[src/rtl/touch_confirm_pkg.sv]
// ---------------------------------------------------------------------------
// touch_confirm_pkg
// Shared definitions for the touch confirmation controller:
//   - state_t      : controller FSM states
//   - RES_*        : result codes reported on the result port
//   - STATUS_ADDR  : touch sensor status register address
//   - STATUS_BIT   : bit of the status register that flags a touch
//   - is_active()  : states in which the timeout counter and the LED blink run
// ---------------------------------------------------------------------------
package touch_confirm_pkg;

    typedef enum logic [2:0] {
        S_IDLE  = 3'd0,
        S_CLEAR = 3'd1,
        S_WAIT  = 3'd2,
        S_POLL  = 3'd3,
        S_ACK   = 3'd4,
        S_DONE  = 3'd5
    } state_t;

    localparam logic [1:0] RES_NONE    = 2'b00;
    localparam logic [1:0] RES_TOUCHED = 2'b01;
    localparam logic [1:0] RES_TIMEOUT = 2'b10;
    localparam logic [1:0] RES_ABORTED = 2'b11;

    localparam logic [7:0] STATUS_ADDR = 8'h09;
    localparam int         STATUS_BIT  = 0;

    // The confirmation is "waiting for a touch" in these states.
    function automatic logic is_active(input state_t s);
        return (s == S_CLEAR) || (s == S_WAIT) || (s == S_POLL);
    endfunction

endpackage

[src/rtl/touch_confirm_timer.sv]
// ---------------------------------------------------------------------------
// touch_confirm_timer
// 32-bit saturating timeout counter with a latched budget.
// Ports:
//   clk, reset   : clock and synchronous active-high reset
//   i_load       : clear the count and capture i_budget
//   i_enable     : advance the count by one this cycle
//   i_budget     : timeout budget (0 = never expires)
//   o_expired    : budget nonzero and count has reached it
// ---------------------------------------------------------------------------
module touch_confirm_timer (
    input  logic        clk,
    input  logic        reset,
    input  logic        i_load,
    input  logic        i_enable,
    input  logic [31:0] i_budget,
    output logic        o_expired
);

    logic [31:0] r_count;
    logic [31:0] r_budget;

    always_ff @(posedge clk) begin
        if (reset) begin
            r_count  <= '0;
            r_budget <= '0;
        end else if (i_load) begin
            r_count  <= '0;
            r_budget <= i_budget;
        end else if (i_enable && (r_count != '1)) begin
            // Saturate instead of wrapping so a long run never "un-expires".
            r_count <= r_count + 32'd1;
        end
    end

    assign o_expired = (r_budget != '0) && (r_count >= r_budget);

endmodule

[src/rtl/touch_confirm_ctrl.sv]
// ---------------------------------------------------------------------------
// touch_confirm_ctrl
// Runs one touch confirmation: clears the sensor status, polls it every
// POLL_INTERVAL idle cycles, acknowledges a touch, or gives up on timeout or
// abort. A single done pulse reports the outcome on result.
// Ports:
//   clk, reset          : clock, synchronous active-high reset
//   start, abort        : begin / cancel a confirmation
//   timeout_cycles      : budget latched on accepted start (0 = no timeout)
//   busy, done, result  : status (01 touched, 10 timeout, 11 aborted)
//   led                 : blink while waiting for a touch
//   ts_cs, ts_we, ts_address, ts_read_data, ts_ready : sensor register bus
// Build option:
//   TOUCH_CONFIRM_BLINK_EN : when defined, led blinks with half-period
//                            BLINK_HALF; otherwise led is tied low.
// ---------------------------------------------------------------------------
module touch_confirm_ctrl
    import touch_confirm_pkg::*;
#(
    parameter int POLL_INTERVAL = 16,
    parameter int BLINK_HALF    = 1500000
) (
    input  logic        clk,
    input  logic        reset,
    input  logic        start,
    input  logic        abort,
    input  logic [31:0] timeout_cycles,
    output logic        busy,
    output logic        done,
    output logic [1:0]  result,
    output logic        led,
    output logic        ts_cs,
    output logic        ts_we,
    output logic [7:0]  ts_address,
    input  logic [31:0] ts_read_data,
    input  logic        ts_ready
);

    localparam logic [15:0] WAIT_LAST = 16'(POLL_INTERVAL - 1);

    state_t      r_state;
    state_t      w_state_next;
    logic [1:0]  r_result;
    logic [1:0]  w_result_next;
    logic [15:0] r_wait_cnt;
    logic        w_start_ok;
    logic        w_expired;
    logic        w_touched;
    logic        w_unused_rd;

    assign w_start_ok  = (r_state == S_IDLE) && start && !abort;
    assign w_touched   = ts_read_data[STATUS_BIT];
    assign w_unused_rd = ^ts_read_data;

    touch_confirm_timer u_timer (
        .clk       (clk),
        .reset     (reset),
        .i_load    (w_start_ok),
        .i_enable  (is_active(r_state)),
        .i_budget  (timeout_cycles),
        .o_expired (w_expired)
    );

    always_ff @(posedge clk) begin
        if (reset) begin
            r_state  <= S_IDLE;
            r_result <= RES_NONE;
        end else begin
            r_state  <= w_state_next;
            r_result <= w_result_next;
        end
    end

    always_comb begin
        w_state_next  = r_state;
        w_result_next = r_result;
        case (r_state)
            S_IDLE: begin
                if (w_start_ok) begin
                    w_state_next  = S_CLEAR;
                    w_result_next = RES_NONE;
                end
            end
            S_CLEAR: begin
                // Abort wins over everything; the access driven this cycle
                // still completes on the bus but nothing follows it.
                if (abort) begin
                    w_state_next  = S_DONE;
                    w_result_next = RES_ABORTED;
                end else if (ts_ready) begin
                    w_state_next = S_WAIT;
                end
            end
            S_WAIT: begin
                if (abort) begin
                    w_state_next  = S_DONE;
                    w_result_next = RES_ABORTED;
                end else if (r_wait_cnt == WAIT_LAST) begin
                    w_state_next = S_POLL;
                end
            end
            S_POLL: begin
                if (abort) begin
                    w_state_next  = S_DONE;
                    w_result_next = RES_ABORTED;
                end else if (ts_ready) begin
                    // A touch seen on the expiring poll still counts.
                    if (w_touched) begin
                        w_state_next = S_ACK;
                    end else if (w_expired) begin
                        w_state_next  = S_DONE;
                        w_result_next = RES_TIMEOUT;
                    end else begin
                        w_state_next = S_WAIT;
                    end
                end
            end
            S_ACK: begin
                if (abort) begin
                    w_state_next  = S_DONE;
                    w_result_next = RES_ABORTED;
                end else if (ts_ready) begin
                    w_state_next  = S_DONE;
                    w_result_next = RES_TOUCHED;
                end
            end
            S_DONE: begin
                w_state_next = S_IDLE;
            end
            default: begin
                w_state_next = S_IDLE;
            end
        endcase
    end

    // Counts idle cycles inside one WAIT visit; restarts on every entry.
    always_ff @(posedge clk) begin
        if (reset) begin
            r_wait_cnt <= '0;
        end else if ((r_state == S_WAIT) && (w_state_next == S_WAIT)) begin
            r_wait_cnt <= r_wait_cnt + 16'd1;
        end else begin
            r_wait_cnt <= '0;
        end
    end

    assign busy       = (r_state != S_IDLE);
    assign done       = (r_state == S_DONE);
    assign result     = r_result;
    assign ts_cs      = (r_state == S_CLEAR) || (r_state == S_POLL) || (r_state == S_ACK);
    assign ts_we      = (r_state == S_CLEAR) || (r_state == S_ACK);
    assign ts_address = ts_cs ? STATUS_ADDR : 8'h00;

`ifdef TOUCH_CONFIRM_BLINK_EN
    localparam logic [23:0] BLINK_LAST = 24'(BLINK_HALF - 1);

    logic        r_led;
    logic [23:0] r_blink_cnt;

    // Decided on the next state so led is already high in the first CLEAR
    // cycle and already low in the first cycle after leaving the wait states.
    always_ff @(posedge clk) begin
        if (reset) begin
            r_led       <= 1'b0;
            r_blink_cnt <= '0;
        end else if (is_active(w_state_next)) begin
            if (!is_active(r_state)) begin
                r_led       <= 1'b1;
                r_blink_cnt <= '0;
            end else if (r_blink_cnt == BLINK_LAST) begin
                r_led       <= ~r_led;
                r_blink_cnt <= '0;
            end else begin
                r_blink_cnt <= r_blink_cnt + 24'd1;
            end
        end else begin
            r_led       <= 1'b0;
            r_blink_cnt <= '0;
        end
    end

    assign led = r_led;
`else
    logic [23:0] w_unused_blink;
    assign w_unused_blink = 24'(BLINK_HALF);
    assign led            = 1'b0;
`endif

endmodule

[config.mk]
export PLATFORM = sky130hd
export DESIGN_NAME = touch_confirm_ctrl
export DESIGN_NICKNAME = d
export VERILOG_FILES = /design/src/rtl/touch_confirm_pkg.sv /design/src/rtl/touch_confirm_timer.sv /design/src/rtl/touch_confirm_ctrl.sv
export SDC_FILE = /design/constraint.sdc
export NUM_CORES = 1
export LEC_CHECK = 0
export ABC_CLOCK_PERIOD_IN_PS = 2620
export BUFFER_PORTS_ARGS = -buffer_cell sky130_fd_sc_hd__buf_2
export CAP_MARGIN = 20
export CORE_UTILIZATION = 25
export CTS_CLUSTER_DIAMETER = 80
export DETAILED_ROUTE_END_ITERATION = 12
export GPL_TIMING_DRIVEN = 0
export HOLD_SLACK_MARGIN = 0.05
export PLACE_DENSITY = 0.41
export SYNTH_ARGS = -nofsm -noshare
export SYNTH_HDL_FRONTEND = slang
export SYNTH_HIERARCHICAL = 1
export SYNTH_SLANG_ARGS = --single-unit
[constraint.sdc]
create_clock -name clk -period 2.62 [get_ports clk]
set_input_delay 0.262 -clock clk [delete_from_list [all_inputs] [get_ports clk]]
set_output_delay 0.262 -clock clk [all_outputs]
set_load 0.03 [all_outputs]
==> results of run 1 <==
[flip-flops by register name (all words and copies together) (netlist names)]
| name | count |
|---|---|
| result | 2 |
| r_wait_cnt | 16 |
| u_timer/r_budget | 32 |
| r_state | 3 |
| u_timer/r_count | 32 |
[worst register-to-register path, delay by kind of cell (launching register included)]
kind | cells | cell delay (ps)
compound gates | 5 | 1020
simple gates | 4 | 790
flops | 1 | 410
fa+ha+maj | 1 | 230
[area by class of cell]
cell class	instances	area (um2)
Fill cell	2036	12870
Multi-Input combinational cell	417	3029
Sequential cell	85	1732
Tap cell	260	325.3
Timing Repair Buffer	48	247.7
Clock buffer	9	225.2
Buffer	31	202.7
Inverter	44	165.2
Clock inverter	7	96.34
[worst max path at each step]
stage           endpoint  slack [ps]  cells after the start
3_5_place_dp   result[1]        -370                     11
5_1_grt        result[1]         -80                     11
2_1_floorplan  result[1]         220                     11
3_3_place_gp   result[1]        -320                     10
6_report       result[1]         100                     10
4_1_cts        result[1]         -70                     11
[logic make-up after synthesis]
family | synth area share
buffers and inverters | 0.07471
multiplexers | 0.06983
flip-flops | 0.3492
AND/OR/NAND/NOR | 0.2539
other | 0.0007695
adder cells (fa/ha/maj) | 0.08729
AO/OA/AOI/OAI | 0.1338
XOR/XNOR | 0.03055
[placed cells by master (no fill, tap or decap), drive strengths merged, types with 13 or more instances in the layout]
cell type  Yosys  layout
xnor2         15      15
buf           16      64
mux2i         34      34
ha            34      34
or3           22      22
clkbuf        14      23
nor4          13      13
nand3         23      23
inv           44      46
a21oi         39      39
nand2         24      24
nor2          69      69
dfxtp         85      85
o21ai         27      27
nand4         19      19
[what timing repair did]
action | 4_1_cts | 5_1_grt
cloned | 0 | 0
pin swaps | 4 | 14
buffers inserted | 1 | 3
setup endpoints to repair | 14 | 18
hold buffers | 0 | 0
gates resized for setup | 16 | 44
[metrics by stage]
stage               setup WS, ps  area (um2)  TNS, ps  std cells
floorplan                  219.7        4896        0        577
global route              -83.44        6023   -83.44        901
global placement          -316.5        5446    -3357        882
detailed placement        -370.7        5446    -3018        882
finish                     101.7        6023        0        901
CTS                       -74.43        5819   -74.43        899
[metal layers]
layer,vias up,track usage,wire length (um)
met3,19,0.03206,393
met2,51,0.2196,5921
met1,1969,0.1729,6269
li1,2162,-,-
met4,2,0.03792,189
met5,-,0,13
[power groups by stage]
stage	registers, mW	clock network, mW	logic [mW]
after global routing	1.38	1.51	0.544
after detailed placement	1.40	0	0.457
after global placement	1.40	0	0.453
final	1.37	1.41	0.487
after floorplan	1.40	0	0.314
after CTS	1.37	1.47	0.472
==> flow_summary.ini, run 1 <==
[outcome]
status = finished clean

[final_layout]
utilization = 0.3188
syn2layout_area_growth_pct = 23.59
diodes = 0
fin_nets = 739
drive_gt1_frac = 0.2371

[floorplanning]
ios = 84
die_y_um = 141.6
coreArea_um2 = 18890
die_x_um = 141.6
start_util = 0.2579
die_area_um2 = 20060
num_rows = 50

[route]
routed_wl_mm = 12.79
ant_nets = 0
drt-wirelength-per-cell_um = 14.19
vias = 4203
via_per_inst = 4.665
drc = 0
first_pass_iters = 4
drt_first_iter_violations = 200

[setup_path]
worstReg2RegEnd = result[1]
path_delay_family = compound AO/OA/AOI/OAI gates
cp_num_buf_inv = 0
end_kind = register
reg2reg_from = u_timer/r_count[15]
cp_slowest_cell = dfxtp_2
crit_chain = ha_4 > nand4_1 > a211oi_2 > or3_1 > a211oi_2 > o221ai_2 > nor2b_4 > a311oi_2 > nor3_1 > a311oi_1
required_ps = 2880
crit_path_start_kind = register
r2r_cells = 10
cpPeakStageDelay_ps = 410
timing.critical_path.mode_cell = a211oi_2
arrival_ps = 2770
crit_fanout = 7
worstSetupStartpoint = u_timer/r_count[15]
r2r_setup_slack_ps = 100
path_class = reg -> reg

[power]
swShare = 0.2730
pwr-share-comb = 0.149
p_int_mw = 2.374
power.density_nw_per_um2 = 542.2
p_clk_frac = 0.430
finalPower_mw = 3.266
seqPwrFrac = 0.420
p_leak_nw = 2.226
switching_power_mw = 0.8915
peakVddDrop_mv = 0.3166

[yosys]
ys_warn_count = 6
synth_cell_type_count = 65
seq_area_frac_synth = 0.3492
async_reset_ff_frac = 0
yosysTopAreaCellShare = 0.3492
synth_area_leaders = dfxtp_1 35%, ha_1 8.7%, mux2i_1 7.0%, nor2_1 5.3%, a21oi_1 4.0%
syn_inst = 571
syn_area_um2 = 4873
yosysMostFrequentCell = dfxtp_1
syn_area_per_cell_um2 = 8.535
synth-seq-cells = 85
synthTopCellsByCount = 85 x dfxtp_1, 69 x nor2_1, 44 x inv_1
synth_ff_type = dfxtp_1
synth_edf_count = 0
synth_top_area_cell = dfxtp_1

[global_route]
grt_first_pass_wirelength_mm = 20.93
grt_usage = 0.1335
overflow = 0
grt_pass1_vias = 4125
grt_max_degree = 16
grt_antenna_before_repair = 1

[clock_network]
cts_max_path_buffers = 2
h-tree-depth = 3
cts_buffers = 9
clk_latency_ps = 350
cts_tree = built
cts.sinks = 85
path_clk_slew_ps = 70
cts_root_buf = clkbuf_16

[sta]
fin_crit_sh = 0.9612
hold_viol = 0
final_max_slew_viol_count = 0
hold_ws_ps = 149.7
tightest_slew_ps = 770.0
finalCriticalPeriod_ps = 2518
fmax_mhz = 397.1
setup_viol = 0
rsz0062_at_grt = yes
slew_headroom = 0.4867
fin_skew_ps = 5.960

[run]
maxCapViolCount = 0

[hold_path]
holdCritPathClass = in -> reg
hp-start = timeout_cycles[9]
whs_path_depth = 3
holdPathEnd = u_timer/r_budget[9]

[place]
dp_hpwl_mm = 9.710
gp_congestion = 0.8373
portBuffers = 45
Power figures use the tool's default switching activity.
==> run 2: changes to the inputs <==
--- a/config.mk
+++ b/config.mk
@@ -5,6 +5,7 @@
 export SDC_FILE = /design/constraint.sdc
 export NUM_CORES = 1
 export LEC_CHECK = 0
+export ABC_AREA = 1
 export ABC_CLOCK_PERIOD_IN_PS = 2620
 export BUFFER_PORTS_ARGS = -buffer_cell sky130_fd_sc_hd__buf_2
 export CAP_MARGIN = 20
==> run 2 against run 1 <==
Power shrank 0.33%. Die area grew 9.6%. Highest routed layer is now met4. Setup slack gained 9.6 ps. Clock-buffer cell count is the same. Largest power group is now sequential cells.
==> flow_summary.ini, run 2 <==
[place]
portBuffers = 45
gp_congestion = 0.7840
place_area_um2 = 5942
pre_cts_slack_ps = 38.18
dp_hpwl_mm = 12.19
post-place-cells = 1120

[global_route]
overflow = 0
grt_antenna_before_repair = 0
grt_max_degree = 18
grt_first_pass_wirelength_mm = 24.27
grt_usage = 0.1457
grt_pass1_vias = 4493

[sta]
hold_viol = 0
fin_crit_sh = 0.9575
fmax_mhz = 398.6
setup_slack_ps = 111.3
tightest_slew_ps = 707.2
rsz0062_at_grt = no
final_max_slew_viol_count = 0
fin_skew_ps = 13.18
finalCriticalPeriod_ps = 2509
slew_headroom = 0.5286
tns_ps = 0
hold_ws_ps = 154.3
setup_viol = 0

[yosys]
synth_ff_type = dfxtp_1
synth_cell_type_count = 36
syn_inst = 794
syn_area_per_cell_um2 = 6.738
async_reset_ff_frac = 0
ys_warn_count = 6
yosysTopAreaCellShare = 0.3181
synth_edf_count = 0
seq_area_frac_synth = 0.3181
synth-seq-cells = 85
syn_area_um2 = 5350
synthTopCellsByCount = 220 x nand2_1, 101 x nor2_1, 85 x dfxtp_1
yosysMostFrequentCell = nand2_1
synth_top_area_cell = dfxtp_1
synth_area_leaders = dfxtp_1 32%, nand2_1 15%, ha_1 8.0%, nor2_1 7.1%, a21oi_1 6.1%

[hold_path]
holdCritPathClass = in -> reg
whs_path_depth = 3

[final_layout]
final_area_um2 = 6301
diodes = 0
fin_nets = 962
register_area_um2 = 1704
reg_top3 = u_timer/r_budget (32), u_timer/r_count (32), r_wait_cnt (16)
drive_gt1_frac = 0.1528
syn2layout_area_growth_pct = 17.77
finalNonFillerCells = 1139
multiInputGateArea_um2 = 3172
utilization = 0.2997
final_common_cell = nand2_1
fillerInstances = 2357
mostFrequentLayoutCells = 219 x nand2_1, 100 x nor2_1, 83 x dfxtp_1, 80 x inv_1, 64 x a21oi_1

[power]
p_clk_frac = 0.392
finalPower_mw = 3.255
swShare = 0.3186
p_int_mw = 2.218
switching_power_mw = 1.037
power.density_nw_per_um2 = 516.6
pwr-share-comb = 0.185
seqPwrFrac = 0.423
peakVddDrop_mv = 0.2700
p_leak_nw = 2.532

[setup_path]
r2r_cells = 17
path_class = reg -> reg
required_ps = 2920
crit_fanout = 8
cp_num_buf_inv = 1
crit_path_start_kind = register
path_delay_family = simple AND/OR/NAND/NOR gates
cpPeakStageDelay_ps = 490
arrival_ps = 2810
end_kind = register
timing.critical_path.mode_cell = nand2_1
crit_chain = ha_1 > a21oi_1 > nand2_1 > nor2_1 > nand2_1 > nand2_1 > nand2_2 > nand2_1 > a21oi_2 > nand2_1 > nor2_1 > nand2_1 > o21ai_2 > nor2_2 > nand3_4 > clkbuf_16 > nor2_2
cp_slowest_cell = dfxtp_1
path_depth = 17

[route]
first_pass_iters = 4
ant_nets = 0
drt_first_iter_violations = 173
vias = 4880
drt-wirelength-per-cell_um = 13.61
via_per_inst = 4.284
drc = 0
routed_wl_mm = 15.51

[clock_network]
clk_latency_ps = 350
cts_root_buf = clkbuf_16
cts_hold_buf = 0
cts_tree = built
cts_max_path_buffers = 2
path_clk_slew_ps = 80
h-tree-depth = 3
cts_buffers = 9
cts.sinks = 85

[run]
maxCapViolCount = 0

[floorplanning]
num_rows = 53
start_util = 0.2545
coreArea_um2 = 21020
die_x_um = 148.3
die_y_um = 148.3
ios = 84
die_area_um2 = 21990

[outcome]
status = finished clean
[run 2: worst reg2reg max path, delay by kind of cell, from the launching register on]
| family | cells | cell delay, ps |
|---|---|---|
| fa+ha+maj | 1 | 300 |
| flops | 1 | 490 |
| simple gates | 12 | 1130 |
| compound gates | 3 | 310 |
| buf+inv | 1 | 230 |
[run 2: final timing paths]
check / endpoint / slack [ps] / startpoint
max reg2reg: r_wait_cnt[15] / 110 / u_timer/r_count[7]
max: r_wait_cnt[15] / 110 / u_timer/r_count[7]
min: u_timer/r_budget[0] / 150 / timeout_cycles[0]
min reg2reg: r_wait_cnt[0] / 480 / r_wait_cnt[0]
[run 2: power by group through the flow]
stage	Sequential (mW)	Clock, mW	Combinational (mW)
floorplan	1.41	0	0.403
global placement	1.41	0	0.600
detailed placement	1.41	0	0.598
CTS	1.38	1.34	0.601
global route	1.38	1.38	0.674
finish	1.38	1.28	0.602
[run 2: final cells by class]
class	instances	area share
Tap cell	275	0.05461
Clock inverter	7	0.01033
Buffer	28	0.03237
Timing Repair Buffer	48	0.04210
Sequential cell	85	0.2705
Inverter	85	0.05103
Clock buffer	9	0.03574
Multi-Input combinational cell	602	0.5034
[run 2: kinds of logic (layout without fill, tap and decap cells)]
group | Yosys count | count (layout) | share of synthesized area
other | 1 | 7 | 0.0007009
buffers and inverters | 113 | 177 | 0.09822
adders and majority gates | 34 | 34 | 0.07951
xor gates and xnor gates | 24 | 24 | 0.03929
and+or+nand+nor | 412 | 412 | 0.3382
DFF | 85 | 85 | 0.3181
AOI/OAI and AO/OA | 125 | 125 | 0.1261
[run 2: timing repair]
action	CTS	global route
setup buffers	0	2
setup endpoints to repair	0	17
gates resized for setup	0	7
[run 2: routing by layer]
layer  track usage  part of all wire  vias to the layer above
met1        0.2061              0.52                     2143
met2        0.2244              0.43                       68
met4       0.04072             0.014                        0
met3       0.02669             0.033                       11
li1              -                 -                     2658
met5             0                 0                        -
==> run 3: changes to the inputs <==
--- a/config.mk
+++ b/config.mk
@@ -6,7 +6,7 @@
 export NUM_CORES = 1
 export LEC_CHECK = 0
 export ABC_AREA = 1
-export ABC_CLOCK_PERIOD_IN_PS = 2620
+export ABC_CLOCK_PERIOD_IN_PS = 2900
 export BUFFER_PORTS_ARGS = -buffer_cell sky130_fd_sc_hd__buf_2
 export CAP_MARGIN = 20
 export CORE_UTILIZATION = 25
==> constraint.sdc (replaced) <==
create_clock -name clk -period 2.9 [get_ports clk]
set_input_delay 0.29 -clock clk [delete_from_list [all_inputs] [get_ports clk]]
set_output_delay 0.29 -clock clk [all_outputs]
set_load 0.03 [all_outputs]
==> run 3 against run 2 <==
Worst hold slack improved by 28 ps. Clock-buffer cell count did not move. Sequential share of layout area is 0.26 points higher. Wire length down 0.50%. Register-to-register slack improved by 220 ps. Setup slack gained 220 ps. Core utilization is 0.33 points lower. Die area did not move. Highest routed layer unchanged.
==> flow_summary.ini, run 3 (same netlist as run 2, synthesis figures left out) <==
[clock_network]
path_clk_slew_ps = 70
clk_latency_ps = 350
cts_hold_buf = 0
cts_root_buf = clkbuf_16
cts_buffers = 9
post_cts_buffers = 0
cts.sinks = 85
cts_tree = built
cts_max_path_buffers = 2
h-tree-depth = 3
post_cts_resize_count = 0

[final_layout]
fin_nets = 959
drive_gt1_frac = 0.1429
final_common_cell = nand2_1
syn2layout_area_growth_pct = 16.49
reg_top3 = u_timer/r_budget (32), u_timer/r_count (32), r_wait_cnt (16)
final_area_um2 = 6232
finalNonFillerCells = 1136
mostFrequentLayoutCells = 220 x nand2_1, 101 x nor2_1, 85 x dfxtp_1, 80 x inv_1, 65 x a21oi_1
diodes = 0

[setup_path]
cpPeakStageDelay_ps = 320
crit_fanout = 10
r2r_setup_slack_ps = 330
path_class = reg -> reg
timing.critical_path.mode_cell = nand2_1
crit_chain = inv_1 > ha_1 > nand4_1 > nor2_1 > nand2_1 > inv_1 > nand2_1 > nand2_1 > nand2_1 > a21oi_1 > nand2_1 > nor2_1 > nand2_1 > o21ai_2 > nor2_2 > nand3_4 > buf_12 > nor2_2
r2r_cells = 18
crit_path_start_kind = register
cp_slowest_cell = ha_1
required_ps = 3140
end_kind = register
reg2reg_from = u_timer/r_budget[15]
arrival_ps = 2810
worstReg2RegEnd = r_wait_cnt[7]

[hold_path]
whs_path_depth = 3
hp-start = timeout_cycles[0]
holdPathEnd = u_timer/r_budget[0]
holdCritPathClass = in -> reg

[route]
ant_nets = 0
drt-wirelength-per-cell_um = 13.58
drt_first_iter_violations = 171
via_per_inst = 4.276
vias = 4857
first_pass_iters = 4
drc = 0
routed_wl_mm = 15.43

[power]
power.density_nw_per_um2 = 470.1
p_int_mw = 2.000
seqPwrFrac = 0.424
pwr-share-comb = 0.182
swShare = 0.3174
p_leak_nw = 2.507
switching_power_mw = 0.9300
p_clk_frac = 0.393
peakVddDrop_mv = 0.2427

[floorplanning]
coreArea_um2 = 21020
die_x_um = 148.3
die_y_um = 148.3
die_area_um2 = 21990
start_util = 0.2545
ios = 84
num_rows = 53

[sta]
slew_headroom = 0.5418
hold_viol = 0
finalCriticalPeriod_ps = 2567
setup_viol = 0
fin_skew_ps = 12.45
fmax_mhz = 389.5
fin_crit_sh = 0.8853
tns_ps = 0
final_max_slew_viol_count = 0
tightest_slew_ps = 687.3
rsz0062_at_grt = no

[global_route]
grt_pass1_vias = 4493
grt_usage = 0.1457
overflow = 0
grt_first_pass_wirelength_mm = 24.27
grt_antenna_before_repair = 0
grt_max_degree = 18

[place]
portBuffers = 45
dp_hpwl_mm = 12.19
gp_congestion = 0.7840
place_area_um2 = 5942
post-place-cells = 1120

[run]
maxCapViolCount = 0

[outcome]
status = finished clean
-- run 3: routing by layer --
layer,track usage,part of all wire
met3,0.02669,0.034
met5,0,0
met2,0.2244,0.42
met1,0.2061,0.53
met4,0.04072,0.016
-- run 3: area by class of cell --
cell class / instances / area [um2]
Buffer: 28 / 203.9
Timing Repair Buffer: 45 / 225.2
Clock inverter: 7 / 65.06
Sequential cell: 85 / 1702
Clock buffer: 9 / 225.2
Inverter: 85 / 321.6
Fill cell: 2360 / 14790
Tap cell: 275 / 344.1
Multi-Input combinational cell: 602 / 3146
-- run 3: power groups by stage --
stage	logic, mW	registers (mW)	clock network [mW]
after detailed placement	0.540	1.27	0
after global routing	0.600	1.25	1.25
after global placement	0.542	1.27	0
after floorplan	0.364	1.28	0
after CTS	0.543	1.24	1.21
final	0.534	1.24	1.15
-- run 3: how the worst max path moves through the flow --
stage	endpoint	cells after the start	startpoint
final	r_wait_cnt[7]	18	u_timer/r_budget[15]
after global routing	r_wait_cnt[7]	18	u_timer/r_budget[15]
after CTS	r_wait_cnt[7]	18	u_timer/r_budget[15]
after detailed placement	r_wait_cnt[4]	18	u_timer/r_budget[15]
after global placement	r_wait_cnt[2]	18	u_timer/r_budget[15]
after floorplan	r_wait_cnt[4]	17	u_timer/r_count[7]
-- run 3: per-stage QoR --
stage	utilization	setup WS, ps	total power [mW]	hold WS, ps
final	0.2965	332.7	2.930	182.4
after global routing	0.2965	96.41	3.099	187.2
after CTS	0.2965	298.9	2.997	166.0
after detailed placement	0.2827	318.2	1.810	468.7
after global placement	0.2827	323.7	1.813	462.8
after floorplan	-	948.3	1.639	359.1
-- run 3: worst max-delay path: cells and delay by family (launching register included) --
kind,cells,cell delay [ps]
and+or+nand+nor,12,1270
adders and majority gates,1,320
DFF,1,310
buffers and inverters,3,300
AOI/OAI and AO/OA,2,250
